## src/rtl/spc_audio_pkg.sv

```systemverilog
// Shared definitions for the audio sample path: sample width, scheduler states
// and the saturating underrun counter helper.
package spc_audio_pkg;

    localparam int SAMPLE_W   = 16;
    localparam int URUN_CNT_W = 8;

    typedef enum logic [1:0] {
        ST_IDLE    = 2'd0,
        ST_DEQ     = 2'd1,
        ST_CAPTURE = 2'd2
    } sched_state_e;

    function automatic logic [URUN_CNT_W-1:0] sat_inc(input logic [URUN_CNT_W-1:0] value);
        logic [URUN_CNT_W-1:0] result;
        if (value == {URUN_CNT_W{1'b1}}) begin
            result = value;
        end else begin
            result = value + {{(URUN_CNT_W-1){1'b0}}, 1'b1};
        end
        return result;
    endfunction

endpackage

```

## src/rtl/rr_arbiter2.sv

```systemverilog
// Two-requester round-robin arbiter: combinational grant, registered preference
// that hands priority to the other requester after each grant.
module rr_arbiter2 (
    input  logic       clock,
    input  logic       reset_n,
    input  logic [1:0] req,
    input  logic       advance,
    output logic [1:0] grant
);

    logic       prefer_aux_r;
    logic [1:0] grant_s;

    // Single requester wins outright; a tie goes to the preferred side
    always_comb begin
        grant_s = 2'b00;
        case (req)
            2'b01:   grant_s = 2'b01;
            2'b10:   grant_s = 2'b10;
            2'b11:   grant_s = prefer_aux_r ? 2'b10 : 2'b01;
            default: grant_s = 2'b00;
        endcase
    end

    // Preference flips to the loser only when a grant was actually issued
    always_ff @(posedge clock or negedge reset_n) begin
        if (!reset_n) begin
            prefer_aux_r <= 1'b0;
        end else if (advance && (grant_s != 2'b00)) begin
            prefer_aux_r <= grant_s[0];
        end else begin
            prefer_aux_r <= prefer_aux_r;
        end
    end

    assign grant = grant_s;

endmodule

```

## src/rtl/sample_queue_scheduler.sv

```systemverilog
// Merges two sample producers into one queue and drains it to the DAC at a
// fixed sample rate, flagging and counting periods that find the queue empty.
module sample_queue_scheduler
    import spc_audio_pkg::*;
#(
    parameter int QUEUE_SIZE = 16,
    parameter int SIZE_W     = $clog2(QUEUE_SIZE),
    parameter int RATE_DIV   = 768
) (
    input  logic                  clock,
    input  logic                  reset_n,
    input  logic                  enable,
    input  logic                  dsp_valid,
    input  logic [SAMPLE_W-1:0]   dsp_sample,
    output logic                  dsp_ready,
    input  logic                  aux_valid,
    input  logic [SAMPLE_W-1:0]   aux_sample,
    output logic                  aux_ready,
    output logic                  q_enqueue,
    output logic [SAMPLE_W-1:0]   q_sample,
    output logic                  q_dequeue,
    input  logic [SIZE_W-1:0]     q_size,
    input  logic [SAMPLE_W-1:0]   q_data,
    output logic [SAMPLE_W-1:0]   dac_sample,
    output logic                  dac_strobe,
    output logic                  underrun,
    output logic [URUN_CNT_W-1:0] underrun_count
);

    localparam int              CNT_W    = $clog2(RATE_DIV);
    localparam logic [CNT_W-1:0] CNT_LAST = CNT_W'(RATE_DIV - 1);

    sched_state_e          state_r;
    sched_state_e          state_nxt_s;
    logic [CNT_W-1:0]      cnt_r;
    logic                  tick_s;
    logic                  q_full_s;
    logic                  q_empty_s;
    logic                  window_s;
    logic                  urun_evt_s;
    logic [1:0]            req_s;
    logic [1:0]            grant_s;
    logic [SAMPLE_W-1:0]   dac_hold_r;
    logic                  dac_strobe_r;
    logic                  underrun_r;
    logic [URUN_CNT_W-1:0] urun_cnt_r;

    assign tick_s     = enable && (cnt_r == CNT_LAST);
    assign q_full_s   = &q_size;
    assign q_empty_s  = (q_size == {SIZE_W{1'b0}});
    assign urun_evt_s = (state_r == ST_IDLE) && tick_s && q_empty_s;
    // reset_n gates the window so readies drop the instant reset asserts
    assign window_s   = reset_n && (state_r != ST_DEQ) && !tick_s && !q_full_s;
    assign req_s      = window_s ? {aux_valid, dsp_valid} : 2'b00;

    rr_arbiter2 u_arb (
        .clock   (clock),
        .reset_n (reset_n),
        .req     (req_s),
        .advance (window_s),
        .grant   (grant_s)
    );

    // Sample-period counter; tick marks the last cycle of each period
    always_ff @(posedge clock or negedge reset_n) begin
        if (!reset_n) begin
            cnt_r <= {CNT_W{1'b0}};
        end else if (!enable || tick_s) begin
            cnt_r <= {CNT_W{1'b0}};
        end else begin
            cnt_r <= cnt_r + CNT_W'(1);
        end
    end

    // Next-state logic for the dequeue sequence
    always_comb begin
        state_nxt_s = state_r;
        case (state_r)
            ST_IDLE: begin
                if (tick_s && !q_empty_s) begin
                    state_nxt_s = ST_DEQ;
                end else begin
                    state_nxt_s = ST_IDLE;
                end
            end
            ST_DEQ:     state_nxt_s = ST_CAPTURE;
            ST_CAPTURE: state_nxt_s = ST_IDLE;
            default:    state_nxt_s = ST_IDLE;
        endcase
    end

    // State register
    always_ff @(posedge clock or negedge reset_n) begin
        if (!reset_n) begin
            state_r <= ST_IDLE;
        end else begin
            state_r <= state_nxt_s;
        end
    end

    // Strobe lands on the CAPTURE cycle, or one cycle after an empty tick
    always_ff @(posedge clock or negedge reset_n) begin
        if (!reset_n) begin
            dac_strobe_r <= 1'b0;
            underrun_r   <= 1'b0;
            urun_cnt_r   <= {URUN_CNT_W{1'b0}};
            dac_hold_r   <= {SAMPLE_W{1'b0}};
        end else begin
            dac_strobe_r <= (state_r == ST_DEQ) || urun_evt_s;
            underrun_r   <= urun_evt_s;
            if (urun_evt_s) begin
                urun_cnt_r <= sat_inc(urun_cnt_r);
            end else begin
                urun_cnt_r <= urun_cnt_r;
            end
            if (state_r == ST_CAPTURE) begin
                dac_hold_r <= q_data;
            end else begin
                dac_hold_r <= dac_hold_r;
            end
        end
    end

    // The queue's registered output is forwarded during CAPTURE so the new
    // sample is visible in the same cycle as its strobe.
    assign dac_sample     = (state_r == ST_CAPTURE) ? q_data : dac_hold_r;
    assign dac_strobe     = dac_strobe_r;
    assign underrun       = underrun_r;
    assign underrun_count = urun_cnt_r;
    assign q_dequeue      = (state_r == ST_DEQ);
    assign dsp_ready      = grant_s[0];
    assign aux_ready      = grant_s[1];
    assign q_enqueue      = grant_s[0] | grant_s[1];
    assign q_sample       = grant_s[1] ? aux_sample : dsp_sample;

endmodule

```

## config.mk

```make
export PLATFORM = sky130hd
export DESIGN_NAME = sample_queue_scheduler
export DESIGN_NICKNAME = d
export VERILOG_FILES = /design/src/rtl/spc_audio_pkg.sv /design/src/rtl/rr_arbiter2.sv /design/src/rtl/sample_queue_scheduler.sv
export SDC_FILE = /design/constraint.sdc
export NUM_CORES = 1
export LEC_CHECK = 0
export CAP_MARGIN = 20
export CORE_MARGIN = 5
export CORE_UTILIZATION = 30
export CTS_BUF_LIST = sky130_fd_sc_hd__clkbuf_2 sky130_fd_sc_hd__clkbuf_4 sky130_fd_sc_hd__clkbuf_8
export DETAILED_ROUTE_END_ITERATION = 12
export PLACE_DENSITY = 0.7
export SKIP_LAST_GASP = 1
export SYNTH_ARGS = -nofsm -noshare
export SYNTH_HDL_FRONTEND = slang
export SYNTH_SLANG_ARGS = --single-unit
```

## constraint.sdc

```tcl
create_clock -name clock -period 5.6 [get_ports clock]
set_input_delay 1.12 -clock clock [delete_from_list [all_inputs] [get_ports clock]]
set_output_delay 1.12 -clock clock [all_outputs]
set_load 0.01 [all_outputs]
```

==> reports/results.txt <==
status - completed
Yosys top cell area share - 0.5006
CTS max path bufs - 2
FILL cells - 574
Setup Skew - 5.344 ps
maxcap violations - 0
# diodes - 0
hold_ws - 486.5 ps
Crit Path Max Fanout - 10
commonest register cell after synthesis - dfrtp_1
later-pin clock latency in the skew report - 280 ps
Rel. slew slack - 0.5811
CTS clk-pin slew, worst paths - 80 ps
sequential area share after synthesis - 0.5006
vias in the first global route - 1714
post-synthesis area per instance - 12.34 sq um
Vias/cell - 4.622
core footprint - 6350 sq um
Slew Limit Fails - 0
Placed Area - 3064 sq um
Pwr Density - 198.2 nW/um^2
Power Total - 630.7 uW
unrepaired setup endpoints after global routing - false
IO Pins - 103
endpoint class of the critical path - primary output
post-CTS setup buffer count - 0
Root Buffer - clkbuf_8
worst vdd ir - 0.1198 mV
RePlAce Congestion - 0.7688
Pre-antenna DRT Iters - 4
Tmin final - 4616 ps
# hold bufs at CTS - 0
total gr overflow - 0
Setup TNS - 0 ps
setup violators final - 0
Post-Synthesis Cells - 158
Avg WL per Cell - 15.31 microns
Synth area leader - dfrtp_1
Post-synth EDFFs - 0
CTS resizes - 0
die area - 8210 sq um
post-DP HPWL - 4130 microns
synth top area cells - dfrtp_1 (50%), mux2_2 (18%), xor2_1 (4.5%)
Tot GR Track Use - 0.1288
Design Area, Final - 3182 sq um
global-route wire length before repair - 8735 microns
aggregate routed wire length - 5268 microns
Post-synth ARST share - 1.000
I/O Buffers - 102
nets - 325
Peak Freq - 0.2167 GHz
worst path required time - 4480 ps
worst hold path class - reg -> reg
Die X-Extent - 90.61 microns
CTS Sinks - 39
Fin. Hold Viols - 0
initial antenna violation count - 0
Critical Path Start Type - input pin
share of cells above drive strength 1 - 0.2060
site row count - 29
period utilization - 0.8242
Initial Utilization - 0.3070
Post-Synthesis Net Count - 217
Layout area overhead - 63.22%
Non-Filler Instances - 344
# placed instances - 336
DRC viols - 0
WP data arrival - 3500 ps
slew at the pin closest to its max-slew limit - 624.9 ps
CTS buffer count - 5
Setup CP Type - in -> out
Cell Area, Synth - 1949 sq um
largest net degree at the start of global routing - 40
Yosys reg bits - 39
Leakage - 0.001368 uW
H-tree depth - 2
height of the chip - 90.61 microns
warnings from Yosys - 0
count of cell types in the netlist - 40
Initial DRC Count - 64
Vias - 1590
TritonCTS clock tree - done
Post-DRT Antenna Nets - 0
==> cell usage in the layout (no fill, tap or decap), drive strengths merged, types with 2 or more instances in the layout <==
cell type      Yosys  layout
clkdlybuf4s50      0     101
dfrtp             39      39
mux2              33      33
nor2              12      12
xor2              10      10
inv                6       6
clkbuf             2       6
nand2              5       5
nor3               5       5
nand4              5       5
buf                3       5
o21ai              4       4
nand3              4       4
and2               3       3
nor4               3       3
or3                2       2
and4               2       2
a21boi             2       2
xnor2              2       2
ha                 2       2
==> registers in the layout, indices dropped and copies added (netlist names) <==
name / cells
dac_hold_r: 16
cnt_r: 10
u_arb.prefer_aux_r: 1
underrun_count: 8
underrun: 1
dac_strobe: 1
state_r: 2
==> power breakdown <==
part           internal (uW)  leakage [uW]  switching [uW]
clock                    144     0.0000612            95.9
combinational           68.2      0.000772            34.8
sequential               285      0.000535            2.88
total                    497       0.00137             134
==> synthesized netlist by cell type (2+ instances only) <==
| cell | instances |
|---|---|
| or3_1 | 2 |
| inv_1 | 6 |
| xor2_1 | 10 |
| and2_1 | 3 |
| nand2_1 | 5 |
| a21boi_0 | 2 |
| and4_1 | 2 |
| o21ai_0 | 4 |
| ha_1 | 2 |
| clkbuf_1 | 2 |
| nand3_1 | 3 |
| dfrtp_1 | 39 |
| mux2_2 | 32 |
| nor2_1 | 12 |
| nor3_1 | 4 |
| nor4_2 | 2 |
| nand4_1 | 4 |
| xnor2_1 | 2 |
==> routing by layer <==
layer	global-route usage	share of wire	up-vias
met5	0	0	-
met4	0.02109	0.0072	0
met3	0.03833	0.041	6
met2	0.2282	0.54	30
met1	0.1554	0.41	769
li1	-	-	785
==> kinds of logic after synthesis <==
kind of cell,count (synthesis),share of synthesized area
AOI/OAI and AO/OA,13,0.06033
xor gates and xnor gates,12,0.05391
adders and majority gates,2,0.01283
buffers and inverters,11,0.02760
DFF,39,0.5006
muxes,33,0.1926
and+or+nand+nor,48,0.1521
==> final timing paths <==
| check | from | end | slack [ps] | cells after the start |
|---|---|---|---|---|
| setup / recovery | enable | q_sample[1] | 980 | 7 |
| hold / removal | cnt_r[0] | cnt_r[0] | 490 | 1 |
| setup reg to reg | cnt_r[0] | underrun_count[1] | 3210 | 5 |
| hold reg to reg | cnt_r[0] | cnt_r[0] | 490 | 1 |
| max in group asynchronous | reset_n | dac_hold_r[8] | 4300 | 2 |
| min in group asynchronous | reset_n | cnt_r[3] | 950 | 2 |
==> worst max-delay path, cell delays in order <==
cell	delay (ps)
clkdlybuf4s50_1	470
nand3b_1	150
nor3_1	110
nor3_2	560
buf_6	240
mux2_2	350
clkdlybuf4s50_1	490
==> metrics by stage <==
step	setup slack [ps]	util
finish	984.4	0.5011
global route	839.0	0.5011
CTS	971.1	0.5011
detailed placement	968.7	0.4826
global placement	728.2	0.4808
floorplan	2041	-
==> area by class of cell <==
cell class / instances / area, sq um / area share
Timing Repair Buffer: 106 / 1050 / 0.3299
Sequential cell: 39 / 975.9 / 0.3067
Multi-Input combinational cell: 108 / 919.6 / 0.2890
Tap cell: 77 / 96.34 / 0.03028
Clock buffer: 6 / 82.58 / 0.02595
Clock inverter: 2 / 35.03 / 0.01101
Inverter: 6 / 22.52 / 0.007078
Note: power is estimated with default switching activity, not from simulation.
==> patch (same settings) <==
Register the output `underrun_count` once more, cleared by the reset; this adds one clock of latency there. The other outputs are not delayed to match.
--- a/src/rtl/sample_queue_scheduler.sv
+++ b/src/rtl/sample_queue_scheduler.sv
@@ -126,7 +126,13 @@
     assign dac_sample     = (state_r == ST_CAPTURE) ? q_data : dac_hold_r;
     assign dac_strobe     = dac_strobe_r;
     assign underrun       = underrun_r;
-    assign underrun_count = urun_cnt_r;
+    always_ff @(posedge clock or negedge reset_n) begin
+        if (!reset_n) begin
+            underrun_count <= '0;
+        end else begin
+            underrun_count <= urun_cnt_r;
+        end
+    end
     assign q_dequeue      = (state_r == ST_DEQ);
     assign dsp_ready      = grant_s[0];
     assign aux_ready      = grant_s[1];
Function: no difference found for any inputs over 10 cycles, from zero or initial values and one cycle with reset_n low; that may be too few to reach the edited logic, so the function may still have changed.
==> patch against the original RTL <==
- count of clock-buffer cells in the layout is the same
- setup slack gained 0.092 ns
- hold slack lost 0.042 ns
- register-to-register slack gained 0.07 ns
- routed wire length shrank 1.9%
- area after synthesis grew 10%
- total power grew 8.8%
- final area grew 6.7%
- final cell count grew 7.6%
- sequential cell count grew 8
- first-iteration DRC count is the same
- sequential share of layout area grew 4.0 points
==> patch: results (changes against the original RTL) <==
** Timing
- The final critical delay including setup and external delays came to 4.52 ns (-0.0915 ns).
- The largest clock skew in the final design came to 0.00625 ns (+0.000910 ns).
- The normalized max-slew margin was 0.616 (+0.0352).

** Setup path
- CP arrival :: 3.40 ns (-0.10 ns)
- Top fanout value on the critical path :: 14 (+4)
- The peak per-stage delay on the critical path came to 0.53 ns (-0.03 ns).
- The worst register-to-register path ends at urun_cnt_r[1]$_DFFE_PN0P_.
- The setup slack of the worst register-to-register path was 3.28 ns (+0.07 ns).
- Timing endpoint of the critical path :: q_sample[8]
- The slowest stage of the critical path is the sky130_fd_sc_hd__clkdlybuf4s50_1 cell.
- Critical Path Source :: enable

** Pwr
- The power dissipated by switching net loads was 140 uW (+5.0%).
- Max VDD drop :: 0.100 mV (-16%)
- The static leakage was 1.47 nW (+7.3%).

** Synth
- Synth cell count leaders :: sky130_fd_sc_hd__dfrtp_1 (47), sky130_fd_sc_hd__mux2_2 (32), sky130_fd_sc_hd__nor2_1 (12), sky130_fd_sc_hd__xor2_1 (10), sky130_fd_sc_hd__inv_1 (6)
- The mean instance size in the synthesized netlist came to 12.9 um2 (+5.0%).
- Net count of the mapped netlist :: 225 (+3.7%)
- The sequential fraction of the synthesis area is 0.547 (+0.0465).
- Most area-consuming cells after synthesis :: sky130_fd_sc_hd__dfrtp_1 (55%), sky130_fd_sc_hd__mux2_2 (17%), sky130_fd_sc_hd__xor2_1 (4.1%)

** Global route
- The total track usage came to 0.119 (-0.0103).
- The global routing met3 resource utilization came to 0.0367 (-0.00168).
- The global-route wire length before repair came to 8320 um (-4.7%).
- The met2 routing resource usage after global routing came to 0.192 (-0.0362).
- The via count of the first global-routing pass is 1729 (+0.88%).
- Pin count of the biggest net entering global routing :: 48 (+20%)
- M1 GR Usage :: 0.150 (-0.00514)

** Routing
- The average via count per standard cell is 4.39 (-5.1%).
- The detailed router used layers up to and including met4.
- Met2 layer wire length in the routed design :: 2540 um (-10%)
- Total routed wire length on the met1 layer :: 2240 um (+2.9%)
- The routed length on met3 is 305 um (+40%).
- The final wirelength is 5170 um (-1.9%).
- Initial DRC count :: 64 (unchanged)

** Floorplan
- Area enclosed by the die boundary :: 8960 um2 (+9.1%)

** Layout
- The count of fill cells added during filler insertion is 621 (+8.2%).
- Number of nets in the layout :: 333 (+2.5%)
- Total inserted antenna cells :: 0 (unchanged)
- The count of non-filler cells in the finished layout came to 370 (+7.6%).
- The share of cells above drive strength 1 came to 0.197 (-0.00891).

** Placed design
- The post-detailed-placement cell area is 3290 um2 (+7.3%).
- The half-perimeter wire length of the detailed placement result came to 4090 um (-0.90%).
- Placed insts :: 363 (+8.0%)
- GP Congestion :: 0.707 (-8.0%)
- The pre-CTS setup slack came to 1.10 ns (+0.132 ns).

** Clock network
- Clock tree root driver cell :: sky130_fd_sc_hd__clkbuf_8

** Status
- Status :: finished, final reports clean
## patch: worst min-delay path by stage
stage	start	endpoint	slack (ns)	cells past startpoint
after floorplan	urun_cnt_r[2]$_DFFE_PN0P_	underrun_count[2]$_DFF_PN0_	0.39	0
after global placement	urun_cnt_r[2]$_DFFE_PN0P_	underrun_count[2]$_DFF_PN0_	0.41	0
after detailed placement	urun_cnt_r[6]$_DFFE_PN0P_	underrun_count[6]$_DFF_PN0_	0.42	0
after CTS	urun_cnt_r[1]$_DFFE_PN0P_	underrun_count[1]$_DFF_PN0_	0.45	0
after global routing	urun_cnt_r[2]$_DFFE_PN0P_	underrun_count[2]$_DFF_PN0_	0.46	0
final	urun_cnt_r[2]$_DFFE_PN0P_	underrun_count[2]$_DFF_PN0_	0.44	0
## patch: power groups by stage
stage	combinational [mW]	sequential (mW)	clock (mW)
4_1_cts	0.104	0.345	0.248
2_1_floorplan	0.0308	0.351	0
3_5_place_dp	0.104	0.352	0
6_report	0.103	0.345	0.238
3_3_place_gp	0.102	0.352	0
5_1_grt	0.111	0.346	0.263
## patch: cells by family (layout without fill, tap and decap cells)
family	after synthesis	in the layout	share of synthesized area
and+or+nand+nor	48	48	0.138
DFF	47	47	0.547
muxes	33	33	0.175
AOI/OAI and AO/OA	13	13	0.0547
xor gates and xnor gates	12	12	0.0489
buffers and inverters	11	119	0.0250
adders and majority gates	2	2	0.0116
## patch: layout make-up
class,instances,area [um2],share of cell area
clock buffers,6,76.3,0.0225
clock inverters,1,30.0,0.00885
inverters,6,22.5,0.00663
multi-input cells,108,920,0.271
flip-flops and latches,47,1180,0.346
well taps,96,120,0.0354
repair buffers,106,1050,0.309
